<file path="src/rtl/pixel_arbiter_pkg.sv">
// Shared graphics definitions for the pixel arbiter: screen geometry, grant
// timeout and FSM state encoding.
package pixel_arbiter_pkg;
  localparam int SCREEN_W = 160;
  localparam int SCREEN_H = 120;
  localparam int TIMEOUT  = 65535;
  localparam int GRANT_W  = 2;
  localparam int COORD_W  = 11;
  localparam int COLOUR_W = 3;

  typedef enum logic [1:0] {
    IDLE    = 2'd0,
    DRAW    = 2'd1,
    RELEASE = 2'd2
  } state_t;
endpackage

</file>
<file path="src/rtl/pixel_arbiter_if.sv">
// Bundle between the drawer clients (master) and the arbiter (slave),
// including the VGA adapter side driven by the arbiter.
interface pixel_arbiter_if #(parameter int N_CLIENTS = 4);
  import pixel_arbiter_pkg::*;

  logic [N_CLIENTS-1:0]          req;
  logic [N_CLIENTS-1:0]          draw_done_in;
  logic [COLOUR_W*N_CLIENTS-1:0] colour_in;
  logic [COORD_W*N_CLIENTS-1:0]  x_in;
  logic [COORD_W*N_CLIENTS-1:0]  y_in;
  logic [N_CLIENTS-1:0]          draw_start_out;
  logic [COLOUR_W-1:0]           vga_colour;
  logic [7:0]                    vga_x;
  logic [6:0]                    vga_y;
  logic                          vga_plot;
  logic                          busy;
  logic [GRANT_W-1:0]            grant_id;
  logic                          timeout_err;

  modport master (
    output req, draw_done_in, colour_in, x_in, y_in,
    input  draw_start_out, vga_colour, vga_x, vga_y, vga_plot, busy, grant_id, timeout_err
  );

  modport slave (
    input  req, draw_done_in, colour_in, x_in, y_in,
    output draw_start_out, vga_colour, vga_x, vga_y, vga_plot, busy, grant_id, timeout_err
  );
endinterface

</file>
<file path="src/rtl/pixel_arbiter_rr_picker.sv">
// Round-robin picker: first set request bit searching upward from last+1,
// wrapping modulo N.
module rr_picker #(
  parameter int N  = 4,
  parameter int IW = 2
) (
  input  logic [N-1:0]  req,
  input  logic [IW-1:0] last,
  output logic [IW-1:0] index,
  output logic          valid
);
  logic [2*N-1:0] rotated;

  // Doubling the vector lets a plain shift perform the wrap-around rotation.
  assign rotated = {req, req} >> (int'(last) + 1);

  always_comb begin
    index = last;
    valid = 1'b0;
    for (int k = N - 1; k >= 0; k--) begin
      if (rotated[k]) begin
        index = IW'((int'(last) + 1 + k) % N);
        valid = 1'b1;
      end
    end
  end
endmodule

</file>
<file path="src/rtl/pixel_arbiter.sv">
// Arbitrates N pixel-stream drawers onto a single VGA adapter port with
// round-robin grants, registered pixel output and a per-grant timeout.
module pixel_arbiter #(
  parameter int N_CLIENTS = 4,
  parameter int SCREEN_W  = pixel_arbiter_pkg::SCREEN_W,
  parameter int SCREEN_H  = pixel_arbiter_pkg::SCREEN_H,
  parameter int TIMEOUT   = pixel_arbiter_pkg::TIMEOUT
) (
  input logic            clock,
  input logic            resetn,
  pixel_arbiter_if.slave bus
);
  import pixel_arbiter_pkg::*;

  state_t               state_reg;
  logic [GRANT_W-1:0]   grant_id_reg;
  logic [15:0]          cnt_reg;
  logic                 timeout_err_reg;
  logic                 busy_reg;
  logic                 vga_plot_reg;
  logic [N_CLIENTS-1:0] draw_start_reg;
  logic [COLOUR_W-1:0]  vga_colour_reg;
  logic [7:0]           vga_x_reg;
  logic [6:0]           vga_y_reg;

  logic [GRANT_W-1:0]   pick_idx;
  logic                 pick_valid;
  logic [COLOUR_W-1:0]  colour_arr [N_CLIENTS];
  logic [COORD_W-1:0]   x_arr      [N_CLIENTS];
  logic [COORD_W-1:0]   y_arr      [N_CLIENTS];
  logic                 cur_done;
  logic                 cur_on_screen;

  for (genvar gi = 0; gi < N_CLIENTS; gi++) begin : g_unpack
    assign colour_arr[gi] = bus.colour_in[COLOUR_W*gi +: COLOUR_W];
    assign x_arr[gi]      = bus.x_in[COORD_W*gi +: COORD_W];
    assign y_arr[gi]      = bus.y_in[COORD_W*gi +: COORD_W];
  end

  rr_picker #(.N(N_CLIENTS), .IW(GRANT_W)) u_picker (
    .req   (bus.req),
    .last  (grant_id_reg),
    .index (pick_idx),
    .valid (pick_valid)
  );

  assign cur_done      = bus.draw_done_in[grant_id_reg];
  // Full-width compares so wrapped coordinates never alias onto the screen.
  assign cur_on_screen = (x_arr[grant_id_reg] < COORD_W'(SCREEN_W)) &&
                         (y_arr[grant_id_reg] < COORD_W'(SCREEN_H));

  always_ff @(posedge clock or negedge resetn) begin
    if (!resetn) begin
      state_reg       <= IDLE;
      grant_id_reg    <= GRANT_W'(N_CLIENTS - 1);
      cnt_reg         <= '0;
      timeout_err_reg <= 1'b0;
      busy_reg        <= 1'b0;
      vga_plot_reg    <= 1'b0;
      draw_start_reg  <= '0;
      vga_colour_reg  <= '0;
      vga_x_reg       <= '0;
      vga_y_reg       <= '0;
    end else begin
      vga_plot_reg <= 1'b0;
      case (state_reg)
        IDLE: begin
          if (pick_valid) begin
            state_reg      <= DRAW;
            grant_id_reg   <= pick_idx;
            cnt_reg        <= '0;
            busy_reg       <= 1'b1;
            draw_start_reg <= N_CLIENTS'(1) << pick_idx;
          end
        end
        DRAW: begin
          vga_colour_reg <= colour_arr[grant_id_reg];
          vga_x_reg      <= x_arr[grant_id_reg][7:0];
          vga_y_reg      <= y_arr[grant_id_reg][6:0];
          vga_plot_reg   <= !cur_done && cur_on_screen;
          cnt_reg        <= cnt_reg + 16'd1;
          // Completion wins over a coincident timeout and leaves the flag clear.
          if (cur_done || (cnt_reg == 16'(TIMEOUT - 1))) begin
            state_reg      <= RELEASE;
            busy_reg       <= 1'b0;
            draw_start_reg <= '0;
            if (!cur_done) timeout_err_reg <= 1'b1;
          end
        end
        RELEASE: state_reg <= IDLE;
        default: state_reg <= IDLE;
      endcase
    end
  end

  assign bus.draw_start_out = draw_start_reg;
  assign bus.vga_colour     = vga_colour_reg;
  assign bus.vga_x          = vga_x_reg;
  assign bus.vga_y          = vga_y_reg;
  assign bus.vga_plot       = vga_plot_reg;
  assign bus.busy           = busy_reg;
  assign bus.grant_id       = grant_id_reg;
  assign bus.timeout_err    = timeout_err_reg;
endmodule

</file>
<file path="src/flat_wrapper.sv">
// flat-port wrapper written by rule: the top's interface ports become plain ports
module pixel_arbiter_flat import pixel_arbiter_pkg::*;
#(
  parameter int N_CLIENTS = 4,
  parameter int SCREEN_W  = pixel_arbiter_pkg::SCREEN_W,
  parameter int SCREEN_H  = pixel_arbiter_pkg::SCREEN_H,
  parameter int TIMEOUT   = pixel_arbiter_pkg::TIMEOUT
)
  (clock, resetn, bus_req, bus_draw_done_in, bus_colour_in, bus_x_in, bus_y_in, bus_draw_start_out, bus_vga_colour, bus_vga_x, bus_vga_y, bus_vga_plot, bus_busy, bus_grant_id, bus_timeout_err);
  pixel_arbiter_if #(.N_CLIENTS(N_CLIENTS)) bus_i ();
  input logic clock;
  input logic resetn;
  input wire logic [$bits(bus_i.req)-1:0] bus_req;
  input wire logic [$bits(bus_i.draw_done_in)-1:0] bus_draw_done_in;
  input wire logic [$bits(bus_i.colour_in)-1:0] bus_colour_in;
  input wire logic [$bits(bus_i.x_in)-1:0] bus_x_in;
  input wire logic [$bits(bus_i.y_in)-1:0] bus_y_in;
  output wire logic [$bits(bus_i.draw_start_out)-1:0] bus_draw_start_out;
  output wire logic [$bits(bus_i.vga_colour)-1:0] bus_vga_colour;
  output wire logic [$bits(bus_i.vga_x)-1:0] bus_vga_x;
  output wire logic [$bits(bus_i.vga_y)-1:0] bus_vga_y;
  output wire logic [$bits(bus_i.vga_plot)-1:0] bus_vga_plot;
  output wire logic [$bits(bus_i.busy)-1:0] bus_busy;
  output wire logic [$bits(bus_i.grant_id)-1:0] bus_grant_id;
  output wire logic [$bits(bus_i.timeout_err)-1:0] bus_timeout_err;
  assign bus_i.req = bus_req;
  assign bus_i.draw_done_in = bus_draw_done_in;
  assign bus_i.colour_in = bus_colour_in;
  assign bus_i.x_in = bus_x_in;
  assign bus_i.y_in = bus_y_in;
  assign bus_draw_start_out = bus_i.draw_start_out;
  assign bus_vga_colour = bus_i.vga_colour;
  assign bus_vga_x = bus_i.vga_x;
  assign bus_vga_y = bus_i.vga_y;
  assign bus_vga_plot = bus_i.vga_plot;
  assign bus_busy = bus_i.busy;
  assign bus_grant_id = bus_i.grant_id;
  assign bus_timeout_err = bus_i.timeout_err;
  pixel_arbiter #(.N_CLIENTS(N_CLIENTS), .SCREEN_W(SCREEN_W), .SCREEN_H(SCREEN_H), .TIMEOUT(TIMEOUT)) u_core (.clock(clock), .resetn(resetn), .bus(bus_i));
endmodule
</file>
<file path="config.mk">
export PLATFORM = sky130hd
export DESIGN_NAME = pixel_arbiter_flat
export DESIGN_NICKNAME = d
export VERILOG_FILES = /design/src/rtl/pixel_arbiter_pkg.sv /design/src/rtl/pixel_arbiter_if.sv /design/src/rtl/pixel_arbiter_rr_picker.sv /design/src/rtl/pixel_arbiter.sv /design/src/flat_wrapper.sv
export SDC_FILE = /design/constraint.sdc
export NUM_CORES = 1
export LEC_CHECK = 0
export CAP_MARGIN = 20
export CORE_MARGIN = 2
export CORE_UTILIZATION = 55
export DETAILED_ROUTE_END_ITERATION = 12
export DONT_BUFFER_PORTS = 1
export HOLD_SLACK_MARGIN = 0.15
export PLACE_DENSITY = 0.78
export SLEW_MARGIN = 20
export SYNTH_ARGS = -nofsm -noshare
export SYNTH_HDL_FRONTEND = slang
export SYNTH_SLANG_ARGS = --single-unit
export TNS_END_PERCENT = 50
</file>
<file path="constraint.sdc">
create_clock -name clock -period 5.1 [get_ports clock]
set_input_delay 0.765 -clock clock [delete_from_list [all_inputs] [get_ports clock]]
set_output_delay 0.765 -clock clock [all_outputs]
set_load 0.02 [all_outputs]
</file>
==> results.py, run 1 <==
metrics = {
    "outcome": {
        "status": "finished, final reports clean",
    },
    "grt": {
        "grt_use_met1": 0.351,
        "use_met2": 0.393,
        "busiest_layer": "met2",
        "grt_use_total": 0.253,
        "grt-ovfl-total": 0,
        "grt_use_met3": 0.0773,
        "grt_pass1_wl_um": 9990,
        "grt_pass1_vias": 2045,
        "antenna_found_initial": 0,
        "grt_start_max_net_pins": 33,
    },
    "timing": {
        "hold_viol_final": 0,
        "clock_skew_ps": 7.44,
        "setup_tns_ps": 0,
        "worstMarginPinSlew_ps": 867,
        "setup_viol": 0,
        "worst_slack_ps": 2610,
        "post-route-period-util": 0.489,
        "slew_viol_final": 0,
        "max_slew_margin": 0.422,
        "timing.fmax_mhz": 401,
        "grt_setup_unrepaired": "no",
        "fin_crit_ps": 2490,
    },
    "logic_synthesis": {
        "synthCells": 262,
        "synth_fa_ha_area_frac": 0.00958,
        "synthSimpleGateAreaFrac": 0.213,
        "synth_fp_nets": 374,
        "yosys-top-cells-area": "dfrtp_1, mux4_2, nand2_1",
        "synthXorXnorAreaFrac": 0,
        "synth_top_family_by_area": "simple AND/OR/NAND/NOR gates",
        "yosysWarnings": 0,
        "synth_edf_count": 0,
        "ys_ff_latch": 45,
        "synth_mux_area_frac": 0.172,
        "synth-main-ff-cell": "dfrtp_1",
        "syn_area_mm2": 0.00261,
        "synthArstFlopShare": 1.00,
        "post-synth-top-area-cell": "dfrtp_1",
        "ys_types": 46,
        "synth_compound_area_frac": 0.141,
        "ys_seq_area_frac": 0.432,
        "avgSynthCellArea_um2": 9.97,
        "yosysTopAreaCellShare": 0.412,
    },
    "drt": {
        "dr.pass1.iters": 4,
        "wl_um": 6550,
        "dr_total_vias": 2141,
        "ant_nets": 0,
        "drc": 0,
        "wire_per_inst_um": 20.8,
        "viasPerCell": 6.80,
        "drt_iter0_drc": 186,
    },
    "placement": {
        "dpl.hpwl_um": 4800,
        "dp.cells": 303,
        "dp_slack_ps": 2550,
        "gp_congestion": 0.874,
        "port_buffers": 0,
    },
    "pwr": {
        "power.share.sequential": 0.469,
        "p_per_area_mw_per_mm2": 591,
        "pwr-share-clk": 0.170,
        "peakVddDrop_mv": 0.416,
        "pwr-share-comb": 0.361,
        "p_int_mw": 0.924,
        "switching_share": 0.439,
        "p_sw_mw": 0.722,
        "leakage_nw": 1.23,
    },
    "clock_tree": {
        "h-tree-depth": 2,
        "clock_latency_ps": 300,
        "post_cts.repair.setup_buffers": 0,
        "cts_tree": "yes",
        "clkTransAtPathRegs_ps": 80,
        "cts_buffer_depth": 2,
        "numCtsBuffers": 5,
        "clockRootBuffer": "clkbuf_8",
        "cts.sinks": 45,
    },
    "die": {
        "die_area_mm2": 0.00532,
        "ios": 137,
        "die_h_um": 72.9,
        "start_util": 0.560,
        "rows": 25,
        "core_mm2": 0.00466,
        "dieWidth_um": 72.9,
    },
    "critical_path": {
        "critPathLaunchType": "flip-flop",
        "crit_chain": "mux4_2, o21ai_0, nand2_1, a2111oi_0",
        "slowest_delay_ps": 1110,
        "r2r_start": "u_core.bus.grant_id[0]",
        "timing_worst_setup_path_type": "flip-flop to flip-flop",
        "end_kind": "flip-flop",
        "crit_start": "u_core.bus.grant_id[0]",
        "slowest_stage": "dfstp_2",
        "cp.required_ps": 5270,
        "critPathMaxFanout": 29,
        "worstPathArrival_ps": 2660,
    },
    "cells_and_area": {
        "num_antenna_cells": 0,
        "drive_above_1_share": 0.146,
        "area_growth_pct": 6.71,
        "layoutNonFillerInstCount": 315,
        "nets": 372,
        "largest_reg_flops": 16,
        "nFillCells": 369,
    },
    "flow_run": {
        "maxCapViolCount": 0,
    },
    "worst_hold_path": {
        "hp-class": "input port to asynchronous set/reset pin",
    },
}
[worst max-delay path, delay by kind of cell, from the launching register on]
family,cells,cell delay (ps)
AO/OA/AOI/OAI,2,520
flip-flops,1,1110
multiplexers,1,620
AND/OR/NAND/NOR,1,100
[logic make-up after synthesis]
family          count (synthesis)
mux                            21
buf+inv                        21
fa+ha+maj                       2
compound gates                 54
simple gates                  119
flops                          45
[cells in the mapped netlist (all sizes together) (2+ instances only)]
cell type and n:
o31ai 3, o211ai 3, a211oi 2, nor4 8
and4b 2, o41ai 2, a32o 2, buf 5
clkbuf 10, a31oi 5, nand4 6, a211o 3
nor3 2, nand3 8, mux4 19, nand2 71
a21o 3, o21ai 13, dfrtp 43, o22ai 3
inv 6, mux2i 2, a21oi 7, nor2 10
nand2b 3, ha 2, o311ai 2, dfstp 2
and3 3
[layer usage]
layer  vias up  wire (um)
met4         0         65
met5         -          0
met1      1045       2630
met2       115       3260
li1        975          -
met3         6        587
[per-stage QoR]
| stage | hold slack (ps) | area (um^2) | utilization | total power, mW |
|---|---|---|---|---|
| global route | 282 | 2790 | 0.598 | 1.76 |
| global placement | 462 | 2640 | 0.565 | 1.34 |
| CTS | 151 | 2780 | 0.597 | 1.65 |
| detailed placement | 472 | 2640 | 0.565 | 1.36 |
| finish | 299 | 2790 | 0.598 | 1.65 |
| floorplan | 445 | 2610 | - | 1.23 |
[power by group through the flow]
stage	sequential (mW)	clock, mW	combinational (mW)
2_1_floorplan	0.665	0	0.564
3_3_place_gp	0.776	0	0.563
3_5_place_dp	0.779	0	0.584
4_1_cts	0.775	0.284	0.591
5_1_grt	0.797	0.297	0.665
6_report	0.772	0.279	0.595
[cell type report]
type / count / area (um^2) / share of cell area
Tap cell: 54 / 67.6 / 0.0242
Timing Repair Buffer: 6 / 50.0 / 0.0180
Clock inverter: 1 / 30.0 / 0.0108
Inverter: 6 / 22.5 / 0.00808
Multi-Input combinational cell: 196 / 1400 / 0.503
Clock buffer: 7 / 86.3 / 0.0310
Sequential cell: 45 / 1130 / 0.405
[layout by cell type (no fill, tap or decap), drive strengths merged, types with 2 or more instances in the layout]
cell type    synthesis  final
nand2b               3      3
mux2i                2      2
nor3                 2      2
o311ai               2      2
a32o                 2      2
a211o                3      3
dfstp                2      2
buf                  5      3
ha                   2      2
clkbuf              10      7
inv                  6      6
nand2               71     71
a21oi                7      7
a31oi                5      5
o21ai               13     13
and3                 3      3
a21o                 3      3
o31ai                3      3
a211oi               2      2
o211ai               3      3
nor4                 8      8
nand3                8      8
mux4                19     19
and4b                2      2
o22ai                3      3
dlygate4sd3          0      3
nand4                6      6
o41ai                2      2
dfrtp               43     43
nor2                10     10
[path summary, 6_finish.rpt]
kind	end	slack [ps]	cells after the start
worst min register to register	u_core.cnt_reg[14]	480	1
min in group clock	u_core.cnt_reg[14]	480	1
worst max register to register	u_core.bus.vga_plot	2610	4
worst min-delay path	u_core.bus.grant_id[1]	300	0
max in group asynchronous	u_core.bus.vga_x[6]	3860	1
worst max-delay path	u_core.bus.vga_plot	2610	4
[timing repair]
item / in CTS / in global routing
resized for setup: 0 / 0
endpoints found under the hold margin: 23 / 11
hold buffers: 3 / 1
No activity file was read; power rests on OpenSTA's default activity.
==> run 2: changes to the inputs <==
Clock period 5.1 ns to 2.4 ns, I/O delays scaled along.
==> run 2 against run 1 <==
Against the previous run: register-to-register slack worse by 2400 ps; first-iteration DRC count increased by 23%; hold slack improved by 50 ps; critical endpoint unchanged; largest cell class unchanged; utilization rose by 1.1 points; global-route usage fell by 1.2 points.
==> results.py, run 2 (synthesis results as in run 1) <==
metrics = {
    "grt": {
        "grt-ovfl-total": 0,
        "grt_pass1_vias": 2037,
        "grt_start_max_net_pins": 46,
        "grt_use_total": 0.241,
        "antenna_found_initial": 0,
        "grt_pass1_wl_um": 9700,
    },
    "timing": {
        "hold_ws_ps": 349,
        "worst_slack_ps": 216,
        "clock_skew_ps": 4.24,
        "setup_tns_ps": 0,
        "fin_crit_ps": 2180,
        "setup_viol": 0,
        "grt_setup_unrepaired": "no",
        "post-route-period-util": 0.910,
        "slew_viol_final": 0,
        "hold_viol_final": 0,
        "timing.fmax_mhz": 458,
        "worstMarginPinSlew_ps": 480,
        "max_slew_margin": 0.680,
    },
    "critical_path": {
        "cp.required_ps": 2570,
        "worstPathArrival_ps": 2350,
        "end_kind": "flip-flop",
        "critPathMaxFanout": 11,
        "timing_worst_setup_path_type": "flip-flop to flip-flop",
        "critPathLaunchType": "flip-flop",
    },
    "clock_tree": {
        "clkTransAtPathRegs_ps": 80,
        "cts_tree": "yes",
        "h-tree-depth": 2,
        "clockRootBuffer": "clkbuf_8",
        "numCtsBuffers": 5,
        "clock_latency_ps": 300,
        "cts_buffer_depth": 2,
        "cts.sinks": 45,
    },
    "die": {
        "rows": 25,
        "die_h_um": 72.9,
        "start_util": 0.560,
        "die_area_mm2": 0.00532,
        "core_mm2": 0.00466,
        "ios": 137,
        "dieWidth_um": 72.9,
    },
    "drt": {
        "wl_um": 6420,
        "drc": 0,
        "dr_total_vias": 2143,
        "dr.pass1.iters": 4,
        "ant_nets": 0,
        "viasPerCell": 6.72,
        "drt_iter0_drc": 229,
        "wire_per_inst_um": 20.1,
    },
    "pwr": {
        "power.share.sequential": 0.433,
        "p_sw_mw": 1.57,
        "pwr-share-comb": 0.401,
        "leakage_nw": 1.26,
        "switching_share": 0.435,
        "peakVddDrop_mv": 0.788,
        "p_per_area_mw_per_mm2": 1270,
        "pwr-share-clk": 0.166,
        "p_int_mw": 2.03,
        "finalPower_mw": 3.60,
    },
    "cells_and_area": {
        "largest_reg_flops": 16,
        "layout_common_cells": "nand2_1, dfrtp_1, mux4_2, o21ai_0, nor2_1",
        "design_area_mm2": 0.00284,
        "layout_commonest_cell": "nand2_1",
        "nets": 376,
        "layoutNonFillerInstCount": 319,
        "nFillCells": 391,
        "drive_above_1_share": 0.166,
        "num_antenna_cells": 0,
        "area_growth_pct": 8.67,
        "postLayoutCoreUtil": 0.609,
    },
    "flow_run": {
        "maxCapViolCount": 0,
    },
    "worst_hold_path": {
        "hp-class": "input port to flip-flop",
    },
    "placement": {
        "dp.cells": 309,
        "dpl.hpwl_um": 4860,
        "dp_slack_ps": 278,
        "placed_area_mm2": 0.00268,
        "port_buffers": 0,
        "gp_congestion": 0.902,
    },
    "outcome": {
        "status": "finished, final reports clean",
    },
}
run 2: cell types whose count changed in the layout (fill, tap and decap cells not counted):
cell / change
buf_2: -1
dfstp_4: +1
buf_16: +1
buf_4: +6
dfstp_2: -1
dlygate4sd3_1: -2
run 2: routing by layer:
| layer | vias to the layer above | global-route usage | wire length [um] | share of wire |
|---|---|---|---|---|
| li1 | 978 | - | - | - |
| met1 | 1059 | 0.323 | 2600 | 0.41 |
| met2 | 103 | 0.388 | 3300 | 0.51 |
| met3 | 3 | 0.0649 | 487 | 0.076 |
| met4 | 0 | 0.0700 | 34 | 0.0053 |
| met5 | - | 0 | 0 | 0 |
run 2: worst paths after layout:
path | cells after the start | slack, ps | endpoint | from
worst min-delay path | 3 | 350 | u_core.bus.vga_plot | bus_y_in[29]
max in group asynchronous | 2 | 1570 | u_core.bus.grant_id[1] | resetn
worst max-delay path | 4 | 220 | u_core.bus.vga_plot | u_core.bus.grant_id[0]
min in group asynchronous | 2 | 570 | u_core.cnt_reg[11] | resetn
worst min register to register | 1 | 480 | u_core.cnt_reg[14] | u_core.cnt_reg[14]
worst max register to register | 4 | 220 | u_core.bus.vga_plot | u_core.bus.grant_id[0]
run 2: repair_timing:
action,CTS,global route
setup endpoints to repair,0,1
buffers inserted,0,0
endpoints found under the hold margin,45,0
resized for setup,0,1
hold buffers,2,0
run 2: area by class of cell:
class	count	area (um^2)	share of cell area
multi-input cells	196	1400	0.494
flip-flops and latches	45	1130	0.399
repair buffers	10	97.6	0.0344
clock buffers	7	86.3	0.0304
well taps	54	67.6	0.0238
clock inverters	1	30.0	0.0106
inverters	6	22.5	0.00794
run 2: critical path, cell delays in order, from the launching register on:
cell       delay, ps
dfstp_4          760
mux4_2           550
o21ai_0          230
nand2_1          130
a2111oi_0        370
run 2: power by group through the flow:
stage / Combinational (mW) / Sequential [mW] / Clock (mW)
after CTS: 1.45 / 1.55 / 0.610
final: 1.44 / 1.56 / 0.599
after detailed placement: 1.42 / 1.56 / 0
after global routing: 1.60 / 1.60 / 0.632
after floorplan: 1.20 / 1.41 / 0
after global placement: 1.37 / 1.56 / 0
